File: config.mk
export PLATFORM = sky130hd
export DESIGN_NAME = alu_iter
export DESIGN_NICKNAME = d
export VERILOG_FILES = /design/src/rtl/alu_iter_pkg.sv /design/src/rtl/alu_muldiv_iter.sv /design/src/rtl/alu_iter.sv
export SDC_FILE = /design/constraint.sdc
export NUM_CORES = 1
export LEC_CHECK = 0
export BUFFER_PORTS_ARGS = -buffer_cell sky130_fd_sc_hd__buf_2
export CELL_PAD_IN_SITES_DETAIL_PLACEMENT = 0
export CELL_PAD_IN_SITES_GLOBAL_PLACEMENT = 1
export CORE_UTILIZATION = 40
export CTS_BUF_LIST = sky130_fd_sc_hd__clkbuf_8
export DETAILED_ROUTE_END_ITERATION = 6
export PLACE_DENSITY = 0.81
export SYNTH_ARGS = -nofsm -noshare
export SYNTH_HDL_FRONTEND = slang
export SYNTH_SLANG_ARGS = --single-unit
File: constraint.sdc
create_clock -name clk -period 14.35 [get_ports clk]
set_clock_uncertainty 0.15 [all_clocks]
set_input_delay 2.87 -clock clk [delete_from_list [all_inputs] [get_ports clk]]
set_output_delay 2.87 -clock clk [all_outputs]
set_load 0.02 [all_outputs]
File: src/rtl/alu_iter_pkg.sv
// alu_iter_pkg: op bit positions, FSM state, datapath select codes, op priority encoder.
// Latency: n/a (declarations and a pure combinational function).
// Backpressure: n/a.
package alu_iter_pkg;

    localparam int OP_MULT  = 15;
    localparam int OP_MULTU = 14;
    localparam int OP_DIV   = 13;
    localparam int OP_DIVU  = 12;
    localparam int OP_ADD   = 11;
    localparam int OP_SUB   = 10;
    localparam int OP_SLT   = 9;
    localparam int OP_SLTU  = 8;
    localparam int OP_AND   = 7;
    localparam int OP_NOR   = 6;
    localparam int OP_OR    = 5;
    localparam int OP_XOR   = 4;
    localparam int OP_SLL   = 3;
    localparam int OP_SRL   = 2;
    localparam int OP_SRA   = 1;
    localparam int OP_LUI   = 0;

    typedef enum logic [1:0] {IDLE, BUSY, DONE} state_e;

    typedef enum logic [4:0] {
        SEL_NONE, SEL_MULT, SEL_MULTU, SEL_DIV, SEL_DIVU,
        SEL_ADD, SEL_SUB, SEL_SLT, SEL_SLTU, SEL_AND, SEL_NOR,
        SEL_OR, SEL_XOR, SEL_SLL, SEL_SRL, SEL_SRA, SEL_LUI
    } sel_e;

    typedef enum logic [1:0] {MD_MULT, MD_MULTU, MD_DIV, MD_DIVU} md_op_e;

    // Highest-priority set control bit wins; add outranks sub.
    function automatic sel_e op_select(input logic [15:0] ctl);
        sel_e s;
        s = SEL_NONE;
        if      (ctl[OP_MULT])  s = SEL_MULT;
        else if (ctl[OP_MULTU]) s = SEL_MULTU;
        else if (ctl[OP_DIV])   s = SEL_DIV;
        else if (ctl[OP_DIVU])  s = SEL_DIVU;
        else if (ctl[OP_ADD])   s = SEL_ADD;
        else if (ctl[OP_SUB])   s = SEL_SUB;
        else if (ctl[OP_SLT])   s = SEL_SLT;
        else if (ctl[OP_SLTU])  s = SEL_SLTU;
        else if (ctl[OP_AND])   s = SEL_AND;
        else if (ctl[OP_NOR])   s = SEL_NOR;
        else if (ctl[OP_OR])    s = SEL_OR;
        else if (ctl[OP_XOR])   s = SEL_XOR;
        else if (ctl[OP_SLL])   s = SEL_SLL;
        else if (ctl[OP_SRL])   s = SEL_SRL;
        else if (ctl[OP_SRA])   s = SEL_SRA;
        else if (ctl[OP_LUI])   s = SEL_LUI;
        return s;
    endfunction

endpackage

File: src/rtl/alu_muldiv_iter.sv
// alu_muldiv_iter: radix-2 shift-add multiply / restoring divide on magnitudes, sign fix-up on output.
// Latency: WIDTH iterations after start; done is high during the final iteration cycle.
// Backpressure: none; hi/lo hold their value until the next start. Divider built only with ALU_ITER_DIV_EN.
module alu_muldiv_iter
    import alu_iter_pkg::*;
#(
    parameter int WIDTH = 32
) (
    input  logic             clk,
    input  logic             rst,
    input  logic             start,
    input  md_op_e           op,
    input  logic [WIDTH-1:0] src_a,
    input  logic [WIDTH-1:0] src_b,
    output logic             done,
    output logic [WIDTH-1:0] hi,
    output logic [WIDTH-1:0] lo
);
    localparam int CW = $clog2(WIDTH + 1);

    logic [WIDTH-1:0] hi_q, hi_d, lo_q, lo_d, mag_b_q, mag_b_d;
    logic [CW-1:0]    cnt_q, cnt_d;
    logic             is_div_q, is_div_d, neg_lo_q, neg_lo_d, neg_hi_q, neg_hi_d;
    logic             sgn, sa, sb;
    logic [WIDTH-1:0] mag_a, mag_b;
    logic [WIDTH:0]   add_sum;
    logic [2*WIDTH-1:0] prod, prod_neg;
`ifdef ALU_ITER_DIV_EN
    logic [WIDTH:0]   shifted, trial;
`endif

    // Operand magnitudes; only mult/div treat operands as signed.
    always_comb begin
        sgn   = (op == MD_MULT) || (op == MD_DIV);
        sa    = sgn & src_a[WIDTH-1];
        sb    = sgn & src_b[WIDTH-1];
        mag_a = sa ? -src_a : src_a;
        mag_b = sb ? -src_b : src_b;
    end

    // Per-iteration datapath: hi accumulates the partial product or the partial remainder.
    always_comb begin
        add_sum = {1'b0, hi_q} + (lo_q[0] ? {1'b0, mag_b_q} : '0);
`ifdef ALU_ITER_DIV_EN
        shifted = {hi_q, lo_q[WIDTH-1]};
        trial   = shifted - {1'b0, mag_b_q};
`endif
    end

    // Load on start, then one shift step per cycle while the counter runs.
    always_comb begin
        hi_d     = hi_q;
        lo_d     = lo_q;
        mag_b_d  = mag_b_q;
        cnt_d    = cnt_q;
        is_div_d = is_div_q;
        neg_lo_d = neg_lo_q;
        neg_hi_d = neg_hi_q;
        if (start) begin
            hi_d     = '0;
            lo_d     = mag_a;
            mag_b_d  = mag_b;
            cnt_d    = CW'(WIDTH);
`ifdef ALU_ITER_DIV_EN
            is_div_d = (op == MD_DIV) || (op == MD_DIVU);
`else
            is_div_d = 1'b0;
`endif
            neg_lo_d = sa ^ sb;
            neg_hi_d = sa;
        end else if (cnt_q != '0) begin
            cnt_d = cnt_q - CW'(1);
`ifdef ALU_ITER_DIV_EN
            if (is_div_q) begin
                if (!trial[WIDTH]) begin
                    hi_d = trial[WIDTH-1:0];
                    lo_d = {lo_q[WIDTH-2:0], 1'b1};
                end else begin
                    hi_d = shifted[WIDTH-1:0];
                    lo_d = {lo_q[WIDTH-2:0], 1'b0};
                end
            end else
`endif
            begin
                hi_d = add_sum[WIDTH:1];
                lo_d = {add_sum[0], lo_q[WIDTH-1:1]};
            end
        end
    end

    // Iteration state registers.
    always_ff @(posedge clk) begin
        if (rst) begin
            hi_q     <= '0;
            lo_q     <= '0;
            mag_b_q  <= '0;
            cnt_q    <= '0;
            is_div_q <= 1'b0;
            neg_lo_q <= 1'b0;
            neg_hi_q <= 1'b0;
        end else begin
            hi_q     <= hi_d;
            lo_q     <= lo_d;
            mag_b_q  <= mag_b_d;
            cnt_q    <= cnt_d;
            is_div_q <= is_div_d;
            neg_lo_q <= neg_lo_d;
            neg_hi_q <= neg_hi_d;
        end
    end

    assign done = (cnt_q == CW'(1));

    // Sign fix-up: product negated as a whole; quotient and remainder negated separately.
    always_comb begin
        prod     = {hi_q, lo_q};
        prod_neg = -prod;
        if (is_div_q) begin
            lo = neg_lo_q ? -lo_q : lo_q;
            hi = neg_hi_q ? -hi_q : hi_q;
        end else begin
            {hi, lo} = neg_lo_q ? prod_neg : prod;
        end
    end

endmodule

File: src/rtl/alu_iter.sv
// alu_iter: 16-op one-hot ALU with iterative mult/multu and optional div/divu (ALU_ITER_DIV_EN).
// Latency: 1 cycle for basic ops and divide-by-zero, WIDTH+1 cycles for mul/div.
// Backpressure: result held in DONE until out_ready; a new op is taken the same cycle it is consumed.
module alu_iter
    import alu_iter_pkg::*;
#(
    parameter int WIDTH = 32
) (
    input  logic             clk,
    input  logic             rst,
    input  logic             in_valid,
    output logic             in_ready,
    input  logic [15:0]      alu_control,
    input  logic [WIDTH-1:0] alu_src1,
    input  logic [WIDTH-1:0] alu_src2,
    output logic             out_valid,
    input  logic             out_ready,
    output logic [WIDTH-1:0] alu_result,
    output logic [WIDTH-1:0] alu_result_hi,
    output logic             div_zero
);
    localparam int SHW = $clog2(WIDTH);

    state_e           state_q, state_d;
    logic [WIDTH-1:0] res_q, res_d, res_hi_q, res_hi_d;
    logic             dz_q, dz_d, md_sel_q, md_sel_d;
    sel_e             sel_raw, sel;
    logic             is_md, is_div, div_by_zero, take, md_start, md_done;
    md_op_e           md_op;
    logic [WIDTH-1:0] md_hi, md_lo, basic_res, diff, sra_res;
    logic [WIDTH:0]   sub_ext;
    logic [SHW-1:0]   shamt;
    logic             slt_bit, sltu_bit;

    assign sel_raw = op_select(alu_control);
`ifdef ALU_ITER_DIV_EN
    assign sel = sel_raw;
`else
    assign sel = ((sel_raw == SEL_DIV) || (sel_raw == SEL_DIVU)) ? SEL_NONE : sel_raw;
`endif

    assign is_div      = (sel == SEL_DIV) || (sel == SEL_DIVU);
    assign is_md       = (sel == SEL_MULT) || (sel == SEL_MULTU) || is_div;
    assign div_by_zero = is_div && (alu_src2 == '0);

    // src1 + ~src2 + 1 gives the difference and the borrow-free carry for sltu.
    assign sub_ext  = {1'b0, alu_src1} + {1'b0, ~alu_src2} + {{WIDTH{1'b0}}, 1'b1};
    assign diff     = sub_ext[WIDTH-1:0];
    assign sltu_bit = ~sub_ext[WIDTH];
    assign slt_bit  = (alu_src1[WIDTH-1] & ~alu_src2[WIDTH-1]) |
                      (~(alu_src1[WIDTH-1] ^ alu_src2[WIDTH-1]) & diff[WIDTH-1]);
    assign shamt    = alu_src1[SHW-1:0];
    assign sra_res  = $signed(alu_src2) >>> shamt;

    // Single-cycle basic-op result.
    always_comb begin
        basic_res = '0;
        case (sel)
            SEL_ADD:  basic_res = alu_src1 + alu_src2;
            SEL_SUB:  basic_res = diff;
            SEL_SLT:  basic_res = {{(WIDTH-1){1'b0}}, slt_bit};
            SEL_SLTU: basic_res = {{(WIDTH-1){1'b0}}, sltu_bit};
            SEL_AND:  basic_res = alu_src1 & alu_src2;
            SEL_NOR:  basic_res = ~(alu_src1 | alu_src2);
            SEL_OR:   basic_res = alu_src1 | alu_src2;
            SEL_XOR:  basic_res = alu_src1 ^ alu_src2;
            SEL_SLL:  basic_res = alu_src2 << shamt;
            SEL_SRL:  basic_res = alu_src2 >> shamt;
            SEL_SRA:  basic_res = sra_res;
            SEL_LUI:  basic_res = {alu_src2[WIDTH/2-1:0], {(WIDTH/2){1'b0}}};
            default:  basic_res = '0;
        endcase
    end

    // Map the selected op onto the iterative unit's op code.
    always_comb begin
        case (sel)
            SEL_MULTU: md_op = MD_MULTU;
            SEL_DIV:   md_op = MD_DIV;
            SEL_DIVU:  md_op = MD_DIVU;
            default:   md_op = MD_MULT;
        endcase
    end

    assign in_ready = (state_q == IDLE) || ((state_q == DONE) && out_ready);
    assign md_start = in_valid && in_ready && is_md && !div_by_zero;

    alu_muldiv_iter #(.WIDTH(WIDTH)) u_muldiv (
        .clk   (clk),
        .rst   (rst),
        .start (md_start),
        .op    (md_op),
        .src_a (alu_src1),
        .src_b (alu_src2),
        .done  (md_done),
        .hi    (md_hi),
        .lo    (md_lo)
    );

    // FSM next state and result capture; take marks an accept in IDLE or on consume in DONE.
    always_comb begin
        state_d  = state_q;
        res_d    = res_q;
        res_hi_d = res_hi_q;
        dz_d     = dz_q;
        md_sel_d = md_sel_q;
        take     = 1'b0;
        case (state_q)
            IDLE: take = in_valid;
            BUSY: if (md_done) state_d = DONE;
            DONE: if (out_ready) begin
                state_d = IDLE;
                take    = in_valid;
            end
            default: state_d = IDLE;
        endcase
        if (take) begin
            if (is_md && !div_by_zero) begin
                state_d  = BUSY;
                md_sel_d = 1'b1;
                dz_d     = 1'b0;
            end else begin
                state_d  = DONE;
                md_sel_d = 1'b0;
                dz_d     = div_by_zero;
                res_d    = div_by_zero ? '1 : basic_res;
                res_hi_d = div_by_zero ? alu_src1 : '0;
            end
        end
    end

    // State and result registers.
    always_ff @(posedge clk) begin
        if (rst) begin
            state_q  <= IDLE;
            res_q    <= '0;
            res_hi_q <= '0;
            dz_q     <= 1'b0;
            md_sel_q <= 1'b0;
        end else begin
            state_q  <= state_d;
            res_q    <= res_d;
            res_hi_q <= res_hi_d;
            dz_q     <= dz_d;
            md_sel_q <= md_sel_d;
        end
    end

    // Mul/div results come straight from the iterative unit, which holds them until its next start.
    assign out_valid     = (state_q == DONE);
    assign alu_result    = md_sel_q ? md_lo : res_q;
    assign alu_result_hi = md_sel_q ? md_hi : res_hi_q;
    assign div_zero      = dz_q;

endmodule

==> results.py <==
metrics = {
    "critical_path": {
        "r2r_cells": 15,
        "crit_cells": 17,
        "crit_fanout": 18,
        "required_ns": 14.64,
        "crit_path_cell_trace": "buf_2 -> clkinv_1 -> ha_1 -> nand2b_1 -> a21oi_1 -> a211oi_1 -> o21ai_0 -> a31oi_1 -> o21ai_0 -> a31oi_1 -> a21oi_1 -> o21bai_1 -> fa_1 -> or4_1 -> o211ai_1 -> a2111oi_0 -> a211oi_1",
        "cpMaxStageDelayCell": "clkinv_1",
        "crit_type": "primary input to register",
        "cp_top_family": "compound AO/OA/AOI/OAI gates",
        "start_kind": "primary input",
        "worstPathArrival_ns": 8.20,
        "path_buf_inv": 2,
        "crit_path_end_kind": "register",
        "cpPeakStageDelay_ns": 0.75,
    },
    "worst_hold_path": {
        "hp-class": "register to register",
        "whs_path_depth": 1,
    },
    "sta": {
        "final_hold_viol_count": 0,
        "finalCritPeriodShare_pct": 55.1,
        "slew_headroom_pct": 17.6,
        "max_clock_freq_mhz": 127,
        "fin_tns_setup_ns": 0,
        "rsz0062_at_grt": "false",
        "fin_crit_ns": 7.91,
        "tightestPinTransition_ns": 1.20,
        "setup_violations": 0,
        "slew_viol_final": 0,
        "whs_ns": 0.321,
    },
    "finish": {
        "final_nets": 3063,
        "drive_gt1_share_pct": 11.2,
        "area_growth_pct": 7.34,
    },
    "place": {
        "hpwlAfterDp_um": 74100,
        "portBuffers": 150,
        "gp_congestion": 1.04,
    },
    "job": {
        "max_cap_violations": 0,
    },
    "grt": {
        "grt_pass1_wl_um": 141000,
        "antenna_found_initial": 8,
        "grt_start_max_net_pins": 73,
        "grt_overflow_total": 0,
        "grt_pass1_vias": 20530,
        "grt_use_total_pct": 37.9,
    },
    "floorplanning": {
        "design.die.area_um2": 50900,
        "core-area_um2": 49200,
        "io_pins": 151,
        "die_w_um": 226,
        "start_util_pct": 40.7,
        "std_cell_rows": 81,
        "die_h_um": 226,
    },
    "status": {
        "status": "finished, final reports clean",
    },
    "clock_tree": {
        "clk_latency_ns": 0.52,
        "cts_tree": "built",
        "ctsResizeCount": 0,
        "clkTransAtPathRegs_ns": 0.11,
        "cts_buffer_depth": 2,
        "clockRootBuffer": "clkbuf_8",
        "cts_hold_buf": 0,
        "htreeDepth": 4,
        "post_cts_buffers": 0,
        "cts-buffers-inserted": 17,
        "clock_sinks": 171,
    },
    "power_and_ir_drop": {
        "p_leak_nw": 8.53,
        "ir_drop_v": 0.000142,
        "p_total_mw": 2.03,
        "pwr_density_cell_nw_per_um2": 94.6,
    },
    "synthesis": {
        "synth_edf_count": 0,
        "synth_warnings": 0,
        "synthCells": 2856,
        "netlist_area_um2": 20000,
        "syn_nets": 3077,
        "ys_async_sr_fraction_pct": 0,
        "ys_ff_latch": 171,
        "synth.avg_cell_area_um2": 7.00,
        "ys_seq_area_share_pct": 17.1,
        "ys_types": 84,
        "ys.flop_type": "dfxtp_1",
    },
    "routing": {
        "routed_wire_length_per_instance_um": 27.7,
        "drcViolationCount": 0,
        "vias_per_cell": 6.42,
        "num_vias": 22607,
        "drt_pass1_iterations": 6,
        "postRouteAntennaNets": 0,
        "drt_iter0_drc": 2817,
        "finalWirelength_um": 97400,
    },
}
[area by class of cell]
cell class / count / area [um2]
well taps: 664 / 831
inverters: 118 / 443
fillers: 5145 / 27700
diodes: 1 / 2.50
clock buffers: 17 / 234
flip-flops and latches: 171 / 3430
multi-input cells: 2345 / 15300
repair buffers: 189 / 1050
clock inverters: 15 / 135
[sequential cells by signal (all words and copies together) (netlist names)]
name,count
u_muldiv.neg_lo_q,1
res_hi_q,32
res_q,32
u_muldiv.mag_b_q,32
u_muldiv.lo_q,32
state_q,2
u_muldiv.cnt_q,6
u_muldiv.hi_q,32
md_sel_q,1
div_zero,1
[worst paths after layout]
| check | start | to | slack [ns] |
|---|---|---|---|
| setup / recovery | alu_src1[4] | res_q[0] | 6.44 |
| hold / removal | res_hi_q[27] | res_hi_q[27] | 0.32 |
| setup reg to reg | u_muldiv.lo_q[0] | u_muldiv.hi_q[29] | 10.45 |
| hold reg to reg | res_hi_q[27] | res_hi_q[27] | 0.32 |
[layer usage]
| layer | global-route usage (%) | vias up | routed length (um) |
|---|---|---|---|
| met5 | 0 | - | 34 |
| met4 | 24.4 | 6 | 7020 |
| met3 | 6.45 | 271 | 8560 |
| met2 | 57.4 | 1274 | 41400 |
| met1 | 49.6 | 10760 | 40400 |
| li1 | - | 10296 | - |
[logic make-up after synthesis]
kind of cell | after synthesis | synth area share, %
xor+xnor | 163 | 7.14
flops | 171 | 17.1
mux | 98 | 7.48
buf+inv | 340 | 6.46
simple gates | 1074 | 24.8
compound gates | 873 | 28.3
fa+ha+maj | 137 | 8.73
[worst reg2reg max path, delay by kind of cell (launching register included)]
family / cells / cell delay (ns)
adder cells (fa/ha/maj): 2 / 0.54
XOR/XNOR: 1 / 0.18
AND/OR/NAND/NOR: 4 / 0.55
flip-flops: 1 / 0.34
AO/OA/AOI/OAI: 6 / 1.74
buffers and inverters: 2 / 0.35
[Yosys cell counts, drive strengths merged, types with 47 or more instances]
cell,n,area (um2)
xnor2,85,744
nor3,68,357
clkbuf,185,694
o21ai,149,746
and2,73,457
nor2,386,1450
a211oi,109,823
nand2,304,1140
dfxtp,171,3420
a21oi,281,1410
nand3,57,285
inv,116,435
ha,133,1660
mux2i,47,470
xor2,78,683
[metrics by stage]
stage	worst slack, ns	cells	instance area [um2]	util, %
finish	6.44	3520	21500	43.6
global route	6.37	3519	21500	43.6
CTS	6.72	3519	21500	43.6
detailed placement	6.15	3487	21100	42.9
global placement	6.26	3487	21100	42.9
floorplan	7.12	2856	20000	-
[cells in the final DEF, fill, tap and decap left out, types with 42 or more instances in the layout]
master and n:
dfxtp_1 169, buf_2 147, ha_1 133, mux2i_1 47, nand2_1 302, nor2_1 379, a211oi_1 108, a21oi_1 280
nand3_1 57, o31ai_1 42, xnor2_1 85, and2_1 71, inv_1 116, nor3_1 64, buf_4 42, xor2_1 78
o21ai_0 147
[report_power, final]
| part | switching [mW] | internal, mW | total (mW) |
|---|---|---|---|
| logic | 0.722 | 0.340 | 1.06 |
| clock network | 0.220 | 0.126 | 0.346 |
| registers | 0.0855 | 0.535 | 0.620 |
Power figures use the tool's default switching activity.
